==> config.mk <==
export PLATFORM = sky130hd
export DESIGN_NAME = hazard_ctrl
export DESIGN_NICKNAME = d
export VERILOG_FILES = /design/src/rtl/hazard_ctrl.sv
export SDC_FILE = /design/constraint.sdc
export NUM_CORES = 1
export LEC_CHECK = 0
export CAP_MARGIN = 20
export CORE_AREA = 2 2 52 54
export CTS_CLUSTER_SIZE = 28
export DETAILED_ROUTE_END_ITERATION = 6
export DIE_AREA = 0 0 54 56
export GPL_TIMING_DRIVEN = 0
export PLACE_DENSITY_LB_ADDON = 0.05
export RECOVER_POWER = 50
export SLEW_MARGIN = 20
export SYNTH_ARGS = -nofsm -noshare
export SYNTH_HDL_FRONTEND = slang
export SYNTH_SLANG_ARGS = --single-unit
export TNS_END_PERCENT = 50
==> constraint.sdc <==
create_clock -name clk -period 3.3 [get_ports clk]
set_input_delay 0.825 -clock clk [delete_from_list [all_inputs] [get_ports clk]]
set_output_delay 0.825 -clock clk [all_outputs]
set_load 0.02 [all_outputs]
==> src/rtl/hazard_ctrl.sv <==
`default_nettype none
// +--------------------------------------------------------------------------+
// | Module   : hazard_ctrl                                                   |
// | Purpose  : Pipeline hazard controller. Decodes load-use stalls, taken    |
// |            jump flushes and the multi-cycle stack (CALL/RET/RTI) memory  |
// |            sequence into PC / IF-ID / ID-EX write enables and flushes.   |
// | Ports    : clk, rst (async, active-low)                                  |
// |            id_src1/2, id_use1/2          - ID-stage operand reads        |
// |            ex_mr, ex_wb, ex_wb_addr      - ID/EX load destination        |
// |            ex_stack_pc, ex_stack_flags   - ID/EX stack operation bits    |
// |            ex_jmp_taken                  - EX resolved a taken redirect  |
// |            pc_en, if_id_en, id_ex_en     - buffer write enables          |
// |            if_id_flush, id_ex_flush      - load zero bubble              |
// |            mem_phase                     - stack word index (0 = idle)   |
// |            stall_cnt                     - saturating pc_en=0 counter    |
// | Revision : 1.0 - initial release                                         |
// +--------------------------------------------------------------------------+
module hazard_ctrl (
  input  logic        clk,
  input  logic        rst,
  input  logic [2:0]  id_src1,
  input  logic [2:0]  id_src2,
  input  logic        id_use1,
  input  logic        id_use2,
  input  logic        ex_mr,
  input  logic        ex_wb,
  input  logic [2:0]  ex_wb_addr,
  input  logic        ex_stack_pc,
  input  logic        ex_stack_flags,
  input  logic        ex_jmp_taken,
  output logic        pc_en,
  output logic        if_id_en,
  output logic        id_ex_en,
  output logic        if_id_flush,
  output logic        id_ex_flush,
  output logic [1:0]  mem_phase,
  output logic [15:0] stall_cnt
);

  typedef enum logic [1:0] {
    RUN  = 2'd0,
    STK1 = 2'd1,
    STK2 = 2'd2,
    STK3 = 2'd3
  } state_t;

  state_t      state_q, state_d;
  logic [15:0] stall_cnt_q, stall_cnt_d;

  // Decoded values before the reset override is applied.
  logic        pc_en_raw, if_id_en_raw, id_ex_en_raw;
  logic        if_id_flush_raw, id_ex_flush_raw;
  logic [1:0]  mem_phase_raw;
  logic        load_use;

  assign load_use = ex_mr & ex_wb &
                    ((id_use1 & (id_src1 == ex_wb_addr)) |
                     (id_use2 & (id_src2 == ex_wb_addr)));

  // Next-state and output decode. Priority inside RUN is
  // stack op > taken jump > load-use, so a jump coincident with a
  // load-use flushes the dependent instruction rather than stalling it.
  always_comb begin
    state_d         = RUN;
    pc_en_raw       = 1'b1;
    if_id_en_raw    = 1'b1;
    id_ex_en_raw    = 1'b1;
    if_id_flush_raw = 1'b0;
    id_ex_flush_raw = 1'b0;
    mem_phase_raw   = 2'd0;

    case (state_q)
      RUN: begin
        if (ex_stack_pc) begin
          mem_phase_raw = 2'd1;
          pc_en_raw     = 1'b0;
          if_id_en_raw  = 1'b0;
          id_ex_en_raw  = 1'b0;
          state_d       = STK1;
        end else if (ex_stack_flags) begin
          // Flags-only push/pop fits in a single memory cycle.
          mem_phase_raw = 2'd1;
        end else if (ex_jmp_taken) begin
          if_id_flush_raw = 1'b1;
          id_ex_flush_raw = 1'b1;
        end else if (load_use) begin
          pc_en_raw       = 1'b0;
          if_id_en_raw    = 1'b0;
          id_ex_flush_raw = 1'b1;
        end
      end

      STK1: begin
        mem_phase_raw = 2'd2;
        pc_en_raw     = 1'b0;
        if_id_en_raw  = 1'b0;
        id_ex_en_raw  = 1'b0;
        if (ex_stack_flags) begin
          state_d = STK2;
        end else begin
          // Final word: release the PC so the redirect target is fetched.
          pc_en_raw       = 1'b1;
          if_id_flush_raw = ex_jmp_taken;
          id_ex_flush_raw = ex_jmp_taken;
        end
      end

      STK2: begin
        mem_phase_raw   = 2'd3;
        pc_en_raw       = 1'b1;
        if_id_en_raw    = 1'b0;
        id_ex_en_raw    = 1'b0;
        if_id_flush_raw = ex_jmp_taken;
        id_ex_flush_raw = ex_jmp_taken;
      end

      default: begin
        // Illegal encoding: idle RUN outputs, recover to RUN.
        state_d = RUN;
      end
    endcase
  end

  // Counter uses the pre-override enable; while reset is low the
  // register is held at zero regardless.
  always_comb begin
    stall_cnt_d = stall_cnt_q;
    if (!pc_en_raw && (stall_cnt_q != 16'hFFFF)) begin
      stall_cnt_d = stall_cnt_q + 16'd1;
    end
  end

  always_ff @(posedge clk or negedge rst) begin
    if (!rst) begin
      state_q     <= RUN;
      stall_cnt_q <= 16'd0;
    end else begin
      state_q     <= state_d;
      stall_cnt_q <= stall_cnt_d;
    end
  end

  // While reset is held the pipeline free-runs with no stall or flush,
  // independent of whatever the hazard inputs are showing.
  assign pc_en       = rst ? pc_en_raw       : 1'b1;
  assign if_id_en    = rst ? if_id_en_raw    : 1'b1;
  assign id_ex_en    = rst ? id_ex_en_raw    : 1'b1;
  assign if_id_flush = rst ? if_id_flush_raw : 1'b0;
  assign id_ex_flush = rst ? id_ex_flush_raw : 1'b0;
  assign mem_phase   = rst ? mem_phase_raw   : 2'd0;
  assign stall_cnt   = stall_cnt_q;

endmodule
`default_nettype wire

-- Word level (Yosys, flattened, before mapping)
Index checks and enable logic that the tools add are counted.
- add/sub/neg operators: 1
- bitwise logic cells: 5
- muxes and demuxes: 31
- equal/unequal tests: 5
- reduce and logical (&&, ||, !) cells: 4
- operators with widths (kind ; number):
    $mux W1 ; 22
    $add A16 B1 Y16 const B ; 1
    $ne A16 B16 Y1 const B ; 1
    $eq A3 B3 Y1 ; 2
    $pmux W1 S2 ; 3
    $pmux W1 S3 ; 2
    $pmux W2 S3 ; 1
    $and A1 B1 Y1 ; 4
    $mux W2 ; 2
    $pmux W2 S2 ; 1
    $eq A2 B1 Y1 const B ; 1
    $eq A2 B2 Y1 const B ; 1
    $logic_not A2 Y1 ; 1
    $reduce_or A2 Y1 ; 1
    $logic_and A1 B1 Y1 ; 1
    $logic_not A1 Y1 ; 1
    $or A1 B1 Y1 ; 1
- logic and storage cells: 48
- output and inout port bits: 23
- flip-flop bits (word level): 18
- bits of input ports: 18

-- Logic depth before layout (Yosys ltp)
Gate-level depths: netlist of the first run.
- word-level depth: 11
- mapped depth: 7
- gate-level depth less buffers: 7

-- Least setup slack after synthesis of the first run
Ideal clock, no wire load.
- kind: input-to-output
- from: in ex_wb_addr[1]
- to: out pc_en
- cell stages on the path: 5
- buffers on the path: 0
- setup slack: 0.776 ns
- data arrival time: 1.699 ns
- required time: 2.475 ns
- path through: xnor2_1 > and4_1 > o2111ai_4 > nand2_1 > nand2_1
- cells in the longest elaborated chain, start to end: 10
- elaborated cells on any way between the ends: 12
- those cells by class: eq/ne (2); mux (6); bitwise (4)
- ends and longest elaborated chain (item ; line ; source):
    start, declared ; 27 ; input logic [2:0] ex_wb_addr,
    $eq A3 B3 Y1, on equally long branches ; 57, 58 ;
    $and A1 B1 Y1, on equally long branches ; 57, 58 ;
    $or A1 B1 Y1 (*) ; 57 ; ((id_use1 & (id_src1 == ex_wb_addr)) |
    $and A1 B1 Y1 (*) ; 56 ; assign load_use = ex_mr & ex_wb &
    $mux W1 (*) ; 86 ; end else if (load_use) begin
    $mux W1 (*) ; 83 ; end else if (ex_jmp_taken) begin
    $mux W1 (*) ; 80 ; end else if (ex_stack_flags) begin
    $mux W1 (*) ; 74 ; if (ex_stack_pc) begin
    $pmux W1 S2 (*) ; 72 ; case (state_q)
    $mux W1 (*) ; 145 ; assign pc_en = rst ? pc_en_raw : 1'b1;
    end, declared ; 31 ; output logic pc_en,
Mark *: on every way between the ends. The rest lies on a longest branch, timed or not.

-- Worst setup path after layout of the first run
- from: in ex_stack_flags
- to: out mem_phase[0]
- cells in the longest elaborated chain, start to end: 4
- ends and longest elaborated chain (item ; line ; source):
    start, declared ; 29 ; input logic ex_stack_flags,
    $mux W1 ; 80 ;
    $mux W1 ; 74 ;
    $pmux W2 S3 ; 72 ;
    $mux W2 ; 150 ; assign mem_phase = rst ? mem_phase_raw : 2'd0;
    end, declared ; 36 ; output logic [1:0] mem_phase,
No other way between the ends.

==> flow_summary.ini, run 1 <==
[status]
status = completed

[sta]
max_freq_ghz = 0.311
finalHoldViolCount = 0
rsz0062_at_grt = yes
slew_headroom = 0.696
slew_viol_final = 0
skew_ns = 0.00403
fin_ws_ns = 0.0880
period_minus_slack_ns = 3.21
setup_viol = 0
worst_pin_slew_ns = 0.456
hold_ws_ns = 0.463
period_share = 0.973

[floorplan]
die_w_um = 54
die_area_um2 = 3020
initial_core_util = 0.454
rows = 18
die_h_um = 56
ioPinCount = 41
core-area_um2 = 2430

[clock_tree]
htreeDepth = 1
cts_tree = built
post_cts_buffers = 0
cts-root-buf = clkbuf_4
worstSkewPairLatency_ns = 0.30
path_clk_slew_ns = 0.10
cts_buffer_depth = 2
numCtsBuffers = 3
cts.sinks = 18

[pwr]
p_leak_nw = 0.666
total_power_w = 0.000712
p_seq_frac = 0.437
ir_drop_v = 0.000433
sw_frac_of_total = 0.369
powerDensity_nw_per_um2 = 456
combinationalPowerShare = 0.408
p_int_w = 0.000449
p_switching_w = 0.000263
p_clk_frac = 0.155

[routing]
first_pass_iters = 3
route.detailed.drc = 0
wl_per_cell_um = 13.7
via_per_inst = 5.22
dr_total_vias = 940
drt_wl_total_mm = 2.47
drtIter0Drc = 9
ant_nets = 0

[placed_design]
dp_hpwl_mm = 1.90
gp_congestion = 0.712
io_buffers = 40
dp_slack_ns = -0.764
placed_area_um2 = 1540

[worst_setup_path]
crit_type = in -> out
crit_chain = dlygate4sd3_1 > o21ai_0 > mux2i_1 > and2_1 > clkdlybuf4s50_1
slowest_delay_ns = 0.58
end_kind = primary output
reg2reg_from = state_q[1]
cp-start-kind = primary input
crit_fanout = 4
cp.buffers_inverters = 2
r2r_slack_ns = 1.32
required_ns = 2.47
crit_slowest_cell = dlygate4sd3_1
arrival_ns = 2.39
rr_endpoint = stall_cnt[1]
r2r_cells = 6
critPathTopFamily = buffers and inverters

[yosys]
ys_ff_latch = 18
yosys_warnings = 0
synth_seq_area_share = 0.408
syn_area_um2 = 1100
ys_types = 32
syn_area_per_cell_um2 = 10.3
syn_inst = 107
syn-num-nets = 130

[global_route]
grt_pass1_wl_mm = 4.30
grt_max_degree = 23
antenna_found_initial = 0
grt-ovfl-total = 0
grtUsageTotal = 0.190
grt_pass1_vias = 986

[run]
maxCapViolations = 0

[final_layout]
diodes = 0
nets = 175
final_area_um2 = 1560
final_cell_mix = clkdlybuf4s50_1 (27), xnor2_1 (19), dfrtp_1 (18)
syn_to_final_growth_pct = 41.5
utilization = 0.642
drive_gt1_frac = 0.120
fillCellCount = 226
layout_commonest_cell = clkdlybuf4s50_1

[worst_hold_path]
holdCritPathClass = in -> async
[registers in the layout, indices dropped and copies added, names as in the netlist]
register   cells
stall_cnt     16
state_q        2
[what timing repair did]
action | CTS | global route
hold buffers | 0 | 0
gates resized for setup | 8 | 8
setup endpoints to repair | 7 | 4
pin swaps | 0 | 0
[layer usage]
metal	share of wire	up-vias	global-route usage
li1	-	460	-
met1	0.45	452	0.238
met2	0.49	21	0.303
met3	0.042	7	0.0618
met4	0.017	0	0.0607
met5	0	-	0
[power by group through the flow]
stage	combinational, W	sequential, W	clock, W
after detailed placement	0.000299	0.000315	0
final	0.000290	0.000311	0.000110
after global placement	0.000294	0.000313	0
after CTS	0.000300	0.000311	0.000115
after global routing	0.000319	0.000317	0.000127
after floorplan	0.000117	0.000352	0
[Yosys cell counts (all sizes together)]
cell	n	share of area
a21oi	2	0.023
a41oi	1	0.0079
and2	6	0.035
and2b	2	0.015
and3	3	0.018
and4	3	0.026
dfrtp	18	0.41
ha	5	0.057
inv	3	0.010
mux2	2	0.020
mux2i	1	0.0091
nand2	12	0.041
nand3	8	0.036
nand4	6	0.034
nor2	3	0.010
nor2b	2	0.011
nor3	1	0.0045
o2111ai	1	0.024
o211a	1	0.0091
o21ai	4	0.022
o21bai	1	0.0068
or2b	1	0.0079
or3	1	0.0057
xnor2	19	0.15
xor2	1	0.0079
[metrics by stage]
step | std cells | setup TNS (ns)
2_1_floorplan | 107 | 0
4_1_cts | 180 | 0
3_3_place_gp | 177 | -3.05
6_report | 180 | 0
5_1_grt | 180 | -0.00684
3_5_place_dp | 177 | -3.11
[final cells by class]
| class | instances | area, µm² | share of cell area |
|---|---|---|---|
| multi-input combinational | 86 | 649 | 0.416 |
| tap | 30 | 37.5 | 0.0240 |
| inverter | 3 | 11.3 | 0.00721 |
| sequential | 18 | 450 | 0.288 |
| timing repair buffer | 40 | 390 | 0.250 |
| clock buffer | 3 | 22.5 | 0.0144 |
[cells by family (layout without fill, tap and decap cells)]
family / after synthesis / in the layout / share of synthesized area
adders and majority gates: 5 / 5 / 0.0567
buffers and inverters: 3 / 46 / 0.0102
xor gates and xnor gates: 20 / 20 / 0.159
muxes: 3 / 3 / 0.0295
AOI/OAI and AO/OA: 10 / 10 / 0.0918
DFF: 18 / 18 / 0.408
and+or+nand+nor: 48 / 48 / 0.245
[worst max path at each step]
stage	to	cells after the start	start	slack (ns)
2_1_floorplan	pc_en	5	ex_wb_addr[1]	0.78
3_3_place_gp	id_ex_flush	5	rst	-0.72
3_5_place_dp	id_ex_flush	5	rst	-0.76
4_1_cts	if_id_flush	4	rst	0.001
5_1_grt	if_id_en	7	ex_wb_addr[2]	-0.007
6_report	mem_phase[0]	5	ex_stack_flags	0.09
(Power assumes the default switching activity.)
==> run 2: changes to the inputs <==
--- a/config.mk
+++ b/config.mk
@@ -6,10 +6,10 @@
 export NUM_CORES = 1
 export LEC_CHECK = 0
 export CAP_MARGIN = 20
-export CORE_AREA = 2 2 52 54
+export CORE_AREA = 2 2 66 43
 export CTS_CLUSTER_SIZE = 28
 export DETAILED_ROUTE_END_ITERATION = 6
-export DIE_AREA = 0 0 54 56
+export DIE_AREA = 0 0 68 45
 export GPL_TIMING_DRIVEN = 0
 export PLACE_DENSITY_LB_ADDON = 0.05
 export RECOVER_POWER = 50
==> flow_summary.ini, run 2 (synthesized netlist as in run 1, its figures left out) <==
[final_layout]
layout_commonest_cell = clkdlybuf4s50_1
final_area_um2 = 1610
final_cell_mix = clkdlybuf4s50_1 (27), xnor2_1 (19), dfrtp_1 (18)
drive_gt1_frac = 0.125
nets = 176
largest_register_ffs = 16
syn_to_final_growth_pct = 45.6
diodes = 0

[global_route]
antenna_found_initial = 0
grt_pass1_wl_mm = 3.75
grt-ovfl-total = 0
grt_max_degree = 23
grtUsageTotal = 0.167
grt_pass1_vias = 834

[floorplan]
die_w_um = 68
rows = 14
die_h_um = 45
ioPinCount = 41
core-area_um2 = 2420
initial_core_util = 0.457
die_area_um2 = 3060

[sta]
skew_ns = 0.00372
setup_viol = 0
slew_viol_final = 0
period_minus_slack_ns = 3.22
finalHoldViolCount = 0
hold_ws_ns = 0.501
max_freq_ghz = 0.311
period_share = 0.976
slew_headroom = 0.707
worst_pin_slew_ns = 0.437

[routing]
ant_nets = 0
wl_per_cell_um = 12.8
drt_wl_total_mm = 2.35
drtIter0Drc = 32
route.detailed.drc = 0
dr_total_vias = 915
first_pass_iters = 4
via_per_inst = 4.97

[clock_tree]
cts_hold_buf = 0
htreeDepth = 1
worstSkewPairLatency_ns = 0.25
numCtsBuffers = 3
cts.sinks = 18
cts_tree = built
cts-root-buf = clkbuf_8
cts_buffer_depth = 2
path_clk_slew_ns = 0.07

[worst_setup_path]
end_kind = primary output
arrival_ns = 2.39
r2r_cells = 7
cp-startpoint = ex_stack_pc
rr_endpoint = stall_cnt[1]
cp-endpoint = if_id_flush
crit_fanout = 4
required_ns = 2.47
crit_type = in -> out
cp-start-kind = primary input
r2r_slack_ns = 1.26
reg2reg_from = state_q[1]

[placed_design]
dp_hpwl_mm = 1.82
io_buffers = 40
gp_congestion = 0.808
placed_area_um2 = 1540

[pwr]
p_leak_nw = 0.689
ir_drop_v = 0.000281
powerDensity_nw_per_um2 = 480

[worst_hold_path]
hp-start = stall_cnt[9]
holdCritPathClass = reg -> reg

[run]
maxCapViolations = 0

[status]
status = completed
-- run 2: power breakdown --
| part | internal [W] | switching (W) |
|---|---|---|
| logic | 0.000145 | 0.000143 |
| registers | 0.000261 | 0.0000458 |
| clock network | 0.000106 | 0.0000708 |
| total | 0.000511 | 0.000260 |
-- run 2: per-stage QoR --
stage	setup slack, ns	instances	setup TNS, ns	power [W]	utilization
finish	0.0805	184	0	0.000771	0.665
global route	-0.0350	184	-0.0737	0.000821	0.665
CTS	0.0251	183	0	0.000789	0.659
detailed placement	-0.739	179	-3.09	0.000612	0.639
global placement	-0.727	179	-3.11	0.000606	0.639
floorplan	0.776	107	0	0.000469	-
-- run 2: area by class of cell --
| cell class | instances | area, µm² |
|---|---|---|
| fill | 195 | 811 |
| sequential | 18 | 450 |
| inverter | 3 | 11.3 |
| clock buffer | 4 | 55.1 |
| multi-input combinational | 86 | 647 |
| timing repair buffer | 41 | 403 |
| tap | 32 | 40.0 |
-- run 2: layer usage --
| layer | vias to the layer above | share of wire | GRT usage |
|---|---|---|---|
| li1 | 462 | - | - |
| met1 | 423 | 0.49 | 0.241 |
| met2 | 30 | 0.43 | 0.250 |
| met3 | 0 | 0.081 | 0.0574 |
| met4 | 0 | 0 | 0.0240 |
| met5 | - | 0 | 0 |
-- run 2: worst min path at each step --
stage                     depth (start not counted)  slack, ns            end
final                                             1       0.50   stall_cnt[9]
after global routing                              1       0.53  stall_cnt[13]
after CTS                                         1       0.51   stall_cnt[9]
after detailed placement                          1       0.50   stall_cnt[9]
after global placement                            1       0.48   stall_cnt[9]
after floorplan                                   0       0.53   stall_cnt[0]
-- run 2: what timing repair did --
item | in CTS | in global routing
buffers inserted | 0 | 1
resized for setup | 10 | 5
endpoints found under the setup margin | 7 | 3
pin swaps | 0 | 1
-- run 2: critical path, cell delays in order --
cell,delay [ns]
clkdlybuf4s50_1,0.46
nor2b_1,0.21
nor2_1,0.06
nor2_1,0.08
o211a_1,0.15
clkdlybuf4s50_1,0.60
==> run 3: changes to the inputs <==
--- a/config.mk
+++ b/config.mk
@@ -6,14 +6,13 @@
 export NUM_CORES = 1
 export LEC_CHECK = 0
 export CAP_MARGIN = 20
-export CORE_AREA = 2 2 66 43
+export CORE_AREA = 2 2 72 47
 export CTS_CLUSTER_SIZE = 28
 export DETAILED_ROUTE_END_ITERATION = 6
-export DIE_AREA = 0 0 68 45
+export DIE_AREA = 0 0 74 49
 export GPL_TIMING_DRIVEN = 0
 export PLACE_DENSITY_LB_ADDON = 0.05
 export RECOVER_POWER = 50
-export SLEW_MARGIN = 20
 export SYNTH_ARGS = -nofsm -noshare
 export SYNTH_HDL_FRONTEND = slang
 export SYNTH_SLANG_ARGS = --single-unit
==> constraint.sdc (replaced) <==
create_clock -name clk -period 2.7 [get_ports clk]
set_input_delay 0.675 -clock clk [delete_from_list [all_inputs] [get_ports clk]]
set_output_delay 0.675 -clock clk [all_outputs]
set_load 0.02 [all_outputs]
==> flow_summary.ini, run 3 (synthesized netlist as in run 1, its figures left out) <==
[status]
status = completed

[global_route]
grt_pass1_vias = 883
grt-ovfl-total = 0
antenna_found_initial = 0
grt_pass1_wl_mm = 4.20
grtUsageTotal = 0.150
grt_max_degree = 23

[worst_setup_path]
cp-startpoint = ex_stack_flags
crit_chain = clkdlybuf4s50_1 > and2_2 > o21ai_2 > nand2_2 > nand2_2 > buf_6
r2r_slack_ns = 0.61
reg2reg_from = state_q[1]
arrival_ns = 1.95
cp-start-kind = primary input
cp_common_cell = nand2_2
r2r_cells = 7
crit_type = in -> out
crit_slowest_cell = clkdlybuf4s50_1
required_ns = 2.03
slowest_delay_ns = 0.49
end_kind = primary output
rr_endpoint = stall_cnt[1]
crit_fanout = 4

[final_layout]
drive_gt1_frac = 0.164
layout_commonest_cell = xnor2_1
diodes = 0
final_area_um2 = 1640
largest_register_ffs = 16
instances_no_fill = 197
utilization = 0.544
nets = 176
syn_to_final_growth_pct = 49.0
final_cell_mix = xnor2_1 (19), dfrtp_1 (18), clkdlybuf4s50_1 (15)

[placed_design]
gp_congestion = 0.750
dp_hpwl_mm = 2.02
dp.cells = 192
io_buffers = 40
placed_area_um2 = 1560

[routing]
dr_total_vias = 925
drtIter0Drc = 22
drt_wl_total_mm = 2.55
wl_per_cell_um = 12.9
first_pass_iters = 4
ant_nets = 0
route.detailed.drc = 0
via_per_inst = 4.70

[sta]
slew_headroom = 0.701
period_minus_slack_ns = 2.63
finalHoldViolCount = 0
setup_viol = 0
rsz0062_at_grt = no
worst_pin_slew_ns = 0.445
skew_ns = 0.000891
slew_viol_final = 0
tns_ns = 0
max_freq_ghz = 0.381
period_share = 0.973

[floorplan]
die_w_um = 74
initial_core_util = 0.365
ioPinCount = 41
rows = 16
die_h_um = 49
core-area_um2 = 3020
die_area_um2 = 3630

[clock_tree]
cts_tree = built
cts_buffer_depth = 2
worstSkewPairLatency_ns = 0.25
path_clk_slew_ns = 0.07
cts-root-buf = clkbuf_8
numCtsBuffers = 3
cts.sinks = 18
htreeDepth = 1
cts_hold_buf = 0

[worst_hold_path]
holdCritPathClass = in -> async

[pwr]
total_power_w = 0.000956
ir_drop_v = 0.000341
p_leak_nw = 0.766
powerDensity_nw_per_um2 = 581

[run]
maxCapViolations = 0
==> run 3: cell type report <==
type                       count  area (µm²)
tap                           45        56.3
clock buffer                   4        55.1
inverter                       3        11.3
fill                         273        1380
timing repair buffer          41         413
sequential                    18         450
multi-input combinational     86         658
==> run 3: how the worst max path moves through the flow <==
stage / to / slack [ns]
after floorplan: pc_en / 0.48
after global placement: id_ex_flush / -1.03
after detailed placement: id_ex_flush / -1.04
after CTS: pc_en / -0.09
after global routing: pc_en / 0.01
final: pc_en / 0.07
==> run 3: worst max-delay path, delay by kind of cell <==
kind | cells | cell delay, ns
buf+inv | 2 | 0.60
compound gates | 1 | 0.25
simple gates | 3 | 0.43
==> run 3: metal layers <==
layer	share of wire	up-vias	global-route usage
met5	0	-	0
met3	0.067	2	0.0537
met1	0.54	428	0.231
met4	0.0031	0	0.00909
li1	-	469	-
met2	0.39	26	0.210
==> run 3: report_power, final <==
part	internal [W]	total [W]	switching (W)
logic	0.000180	0.000360	0.000180
clock network	0.000129	0.000218	0.0000887
registers	0.000319	0.000378	0.0000588
==> run 3: timing repair <==
action	4_1_cts	5_1_grt
gates resized for setup	28	15
pin swaps	4	8
setup buffers	0	1
endpoints found under the setup margin	7	4
==> run 3: per-stage QoR <==
step,setup slack [ns],hold WS [ns]
after detailed placement,-1.04,0.498
after global placement,-1.03,0.488
after floorplan,0.476,0.379
final,0.0740,0.325
after global routing,0.0118,0.332
after CTS,-0.0859,0.369
==> RTL edit 1, RTL diff (flow settings as in run 2) <==
The 4 states of `state_t` get a one-hot encoding in 4 bits.
--- a/src/rtl/hazard_ctrl.sv
+++ b/src/rtl/hazard_ctrl.sv
@@ -39,7 +39,7 @@
 
-  typedef enum logic [1:0] {
-    RUN  = 2'd0,
-    STK1 = 2'd1,
-    STK2 = 2'd2,
-    STK3 = 2'd3
+  typedef enum logic [3:0] {
+    RUN  = 4'b0001,
+    STK1 = 4'b0010,
+    STK2 = 4'b0100,
+    STK3 = 4'b1000
   } state_t;
Behaviour: no difference found for any inputs over 10 cycles, from zero or initial values and one cycle with rst low; not proved beyond that.
==> RTL edit 1 against run 2 <==
  * Sequential power rose by 11%
  * Non-clock buffer count rose by 20
  * Area after synthesis rose by 5.4%
  * Global-route usage rose by 6.3 points
  * Design area rose by 14%
  * Setup slack improved by 0.069 ns
  * Routed wire length rose by 32%
  * Sequential cell count rose by 1
  * Power rose by 14%
  * Critical endpoint is now mem_phase[0]
  * Largest power group is now combinational cells
  * Highest routed layer is now met4
==> RTL edit 1: results <==
metrics = {
    "outcome": {
        "status": "complete, no violations",
    },
    "place": {
        "gp_congestion": 0.771,
        "place_hpwl_mm": 2.02,
        "pre_cts_ws_ns": -0.556,
        "dp.cells": 188,
        "placed_cell_area_sq_um": 1600,
    },
    "yosys": {
        "synth_common_cells": "dfrtp_1 (18), xnor2_1 (11), xor2_1 (11), nor2_1 (10), nand2_1 (7)",
        "synth_nets": 135,
        "synth_area_per_cell_sq_um": 10.0,
        "ys_seq_area_share_pct": 41.0,
        "synth.distinct_cells": 37,
    },
    "critical_path": {
        "rrSetupSlack_ns": 1.02,
        "slowest_delay_ns": 0.60,
        "arrival_ns": 2.33,
        "critPathMaxFanout": 6,
    },
    "pwr": {
        "p_leak_nw": 0.893,
        "peakVddDrop_v": 0.000454,
    },
    "route": {
        "totalWireLength_mm": 3.12,
        "drt-wirelength-per-cell_um": 14.8,
        "viasPerCell": 5.10,
        "drt_iter0_markers": 39,
    },
    "timing": {
        "fin_skew_ns": 0.00259,
        "setup_ws_ns": 0.149,
        "slew_headroom_pct": 63.1,
        "finalHoldWorstSlack_ns": 0.487,
    },
    "global_route": {
        "gr-usage-met1_pct": 31.3,
        "use_met2_pct": 38.3,
        "grt_pass1_wl_mm": 5.15,
        "met3_usage_pct": 6.48,
        "grt_pass1_vias": 1075,
        "grt_start_max_net_pins": 26,
        "grt_usage_pct": 23.0,
    },
    "clock_tree": {
        "cts_buffers": 3,
        "cts_buffer_depth": 2,
    },
    "finish": {
        "largest_reg_flops": 16,
        "nets": 198,
    },
}
-- RTL edit 1: cell count changes in the layout (fill, tap and decap cells not counted), sizes merged, moves of 5 or more --
cell / before / now
buf: 2 / 21
clkdlybuf4s50: 27 / 17
dlymetal6s2s: 0 / 8
nand2: 12 / 7
nor2: 3 / 11
nor3: 1 / 8
xnor2: 19 / 11
xor2: 1 / 11
-- RTL edit 1: power breakdown --
group / switching, mW / internal (mW)
logic: 0.184 / 0.195
registers: 0.0629 / 0.279
clock network: 0.0760 / 0.0839
total: 0.323 / 0.558
-- RTL edit 1: layout make-up --
class,count,area [sq um]
plain buffers,3,30.0
well taps,32,40.0
inverters,2,7.51
flip-flops and latches,19,477
repair buffers,58,562
fillers,160,578
clock buffers,3,41.3
clock inverters,1,5.00
multi-input cells,92,677
-- RTL edit 1: repair_timing --
item / CTS / global route
endpoints found under the setup margin: 7 / 21
gates resized for setup: 19 / 14
pin swaps: 2 / 10
buffers inserted: 17 / 2
cloned: 0 / 1
hold buffers: 0 / 0
-- RTL edit 1: cell families after synthesis --
group	share of synthesized area [%]
muxes	2.26
AOI/OAI and AO/OA	7.31
buffers and inverters	2.90
xor gates and xnor gates	16.6
adders and majority gates	1.08
and+or+nand+nor	28.9
DFF	41.0
-- RTL edit 1: layer usage --
layer,wire (um),part of all wire [%]
met5,0,0
met4,14,0.45
met3,178,5.7
met2,1390,45
met1,1530,49
-- RTL edit 1: final timing paths --
path,from,to,cells after the start
worst max-delay path,ex_stack_flags,mem_phase[0],5
worst min-delay path,stall_cnt[7],stall_cnt[7],1
worst max register to register,state_q[0],stall_cnt[10],7
worst min register to register,stall_cnt[7],stall_cnt[7],1
max in group asynchronous,rst,state_q[0],1
min in group asynchronous,rst,state_q[1],1
==> RTL edit 2, RTL diff (flow settings as in run 2) <==
Without the edit above. Make the reset (`rst`) synchronous in one clocked block. Comments in the files are not updated.
--- a/src/rtl/hazard_ctrl.sv
+++ b/src/rtl/hazard_ctrl.sv
@@ -132,3 +132,3 @@
 
-  always_ff @(posedge clk or negedge rst) begin
+  always_ff @(posedge clk) begin
     if (!rst) begin
Behaviour: differs if rst is asserted again (counterexample within 4 cycles, from zero or initial values and one cycle with rst low); with rst held inactive, the same outputs for 10 cycles.
==> RTL edit 2 against run 2 <==
  * Sequential cell count did not move
  * Synthesized cell count rose by 25%
  * Worst hold slack got worse by 0.022 ns
  * Routed wire length rose by 24%
  * Area after synthesis fell by 0.34%
  * Fmax rose by 0.10%
  * Design area rose by 0.16%
  * Setup slack improved by 0.0032 ns
Power is not compared: it rests on default switching activity, and its combinational part moved more than twofold at a synthesized area within 25%.
==> RTL edit 2: results <==
metrics = {
    "clock_tree": {
        "cts_buffer_depth": 2,
        "cts_root_buf": "clkbuf_8",
        "cts_resized": 5,
        "cts_setup_buffers": 0,
        "cts_buffers": 3,
        "htree_levels": 1,
        "clk_latency_ns": 0.26,
    },
    "finish": {
        "drive_gt1_share_pct": 6.70,
        "inverters_excl_clock": 6,
        "largest_reg_flops": 16,
        "nNonClkBuffers": 45,
        "buffer_area_share_pct": 27.2,
        "multi_input_area_sq_um": 693,
        "multi_input_cells": 106,
        "seq_share_pct": 22.4,
        "n_fill_cell": 204,
        "diodes": 0,
        "clock_area_share_pct": 3.42,
        "nets": 203,
    },
    "route": {
        "drt_first_pass_iters": 4,
        "ant_nets": 0,
        "viasPerCell": 5.43,
        "totalWireLength_mm": 2.91,
        "drt_iter0_markers": 48,
    },
    "outcome": {
        "status": "complete, no violations",
    },
    "hold_path": {
        "hp-class": "register to register",
    },
    "yosys": {
        "synth_nets": 157,
        "synth.distinct_cells": 35,
        "synth_common_cells": "dfxtp_1 (18), nor2_1 (11), nand2_1 (10), a21oi_1 (9)",
        "async_reset_ff_share_pct": 0,
        "synth_warnings": 0,
        "synth.ff_latch_count": 18,
        "ys_seq_area_share_pct": 32.8,
        "synthTopCellsByArea": "dfxtp_1 (33%), ha_1 (5.7%), o21a_1 (4.8%)",
    },
    "timing": {
        "slew_headroom_pct": 71.2,
        "fin_skew_ns": 0.00218,
    },
    "global_route": {
        "grt_usage_pct": 20.6,
        "grt_pass1_wl_mm": 4.70,
        "grt_pass1_vias": 1008,
        "antenna_found_initial": 0,
        "grt_start_max_net_pins": 11,
    },
    "pwr": {
        "switchingPower_uw": 143,
        "peakVddDrop_v": 0.000223,
    },
    "critical_path": {
        "crit_slowest_cell": "clkdlybuf4s50_1",
        "slowest_delay_ns": 0.52,
        "critPathMaxFanout": 2,
    },
    "place": {
        "gp_congestion": 0.794,
        "pre_cts_ws_ns": -0.212,
        "place_hpwl_mm": 2.16,
    },
}
-- RTL edit 2: cell count changes after synthesis, sizes merged, moves of 7 or more --
| cell | before | now |
|---|---|---|
| dfrtp | 18 | 0 |
| dfxtp | 0 | 18 |
| xnor2 | 19 | 6 |
| nor2 | 3 | 11 |
| a21oi | 2 | 9 |
| o21a | 0 | 7 |
-- RTL edit 2: final timing paths --
check / from / end / slack [ns] / cells after the start
max: ex_wb_addr[0] / if_id_en / 0.08 / 7
min reg2reg: stall_cnt[11] / stall_cnt[11] / 0.48 / 2
max reg2reg: state_q[1] / stall_cnt[11] / 1.12 / 10
min: stall_cnt[11] / stall_cnt[11] / 0.48 / 2
-- RTL edit 2: per-layer routing --
metal / track usage, % / routed length [um] / share of wire (%)
met1: 28.9 / 1500 / 52
met2: 31.7 / 1160 / 40
met3: 5.74 / 232 / 8.0
met4: 4.80 / 18 / 0.62
met5: 0 / 0 / 0
-- RTL edit 2: worst max-delay path: cells and delay by family --
kind	cells	cell delay [ns]
xor gates and xnor gates	1	0.14
and+or+nand+nor	2	0.22
AOI/OAI and AO/OA	2	0.37
buffers and inverters	2	0.84
-- RTL edit 2: through the flow --
step | area, sq um | util [%] | setup TNS [ns] | power, mW | cells
after global routing | 1610 | 66.6 | -0.0109 | 0.551 | 211
final | 1610 | 66.6 | 0 | 0.527 | 211
after CTS | 1590 | 65.9 | 0 | 0.532 | 210
after detailed placement | 1540 | 63.7 | -0.527 | 0.350 | 206
after global placement | 1540 | 63.7 | -0.394 | 0.348 | 206
after floorplan | 1100 | - | 0 | 0.295 | 134
-- RTL edit 2: cell families after synthesis --
family / share of synthesized area (%)
simple gates: 27.4
compound gates: 21.4
flops: 32.8
buf+inv: 4.44
xor+xnor: 5.57
fa+ha+maj: 5.69
mux: 2.73
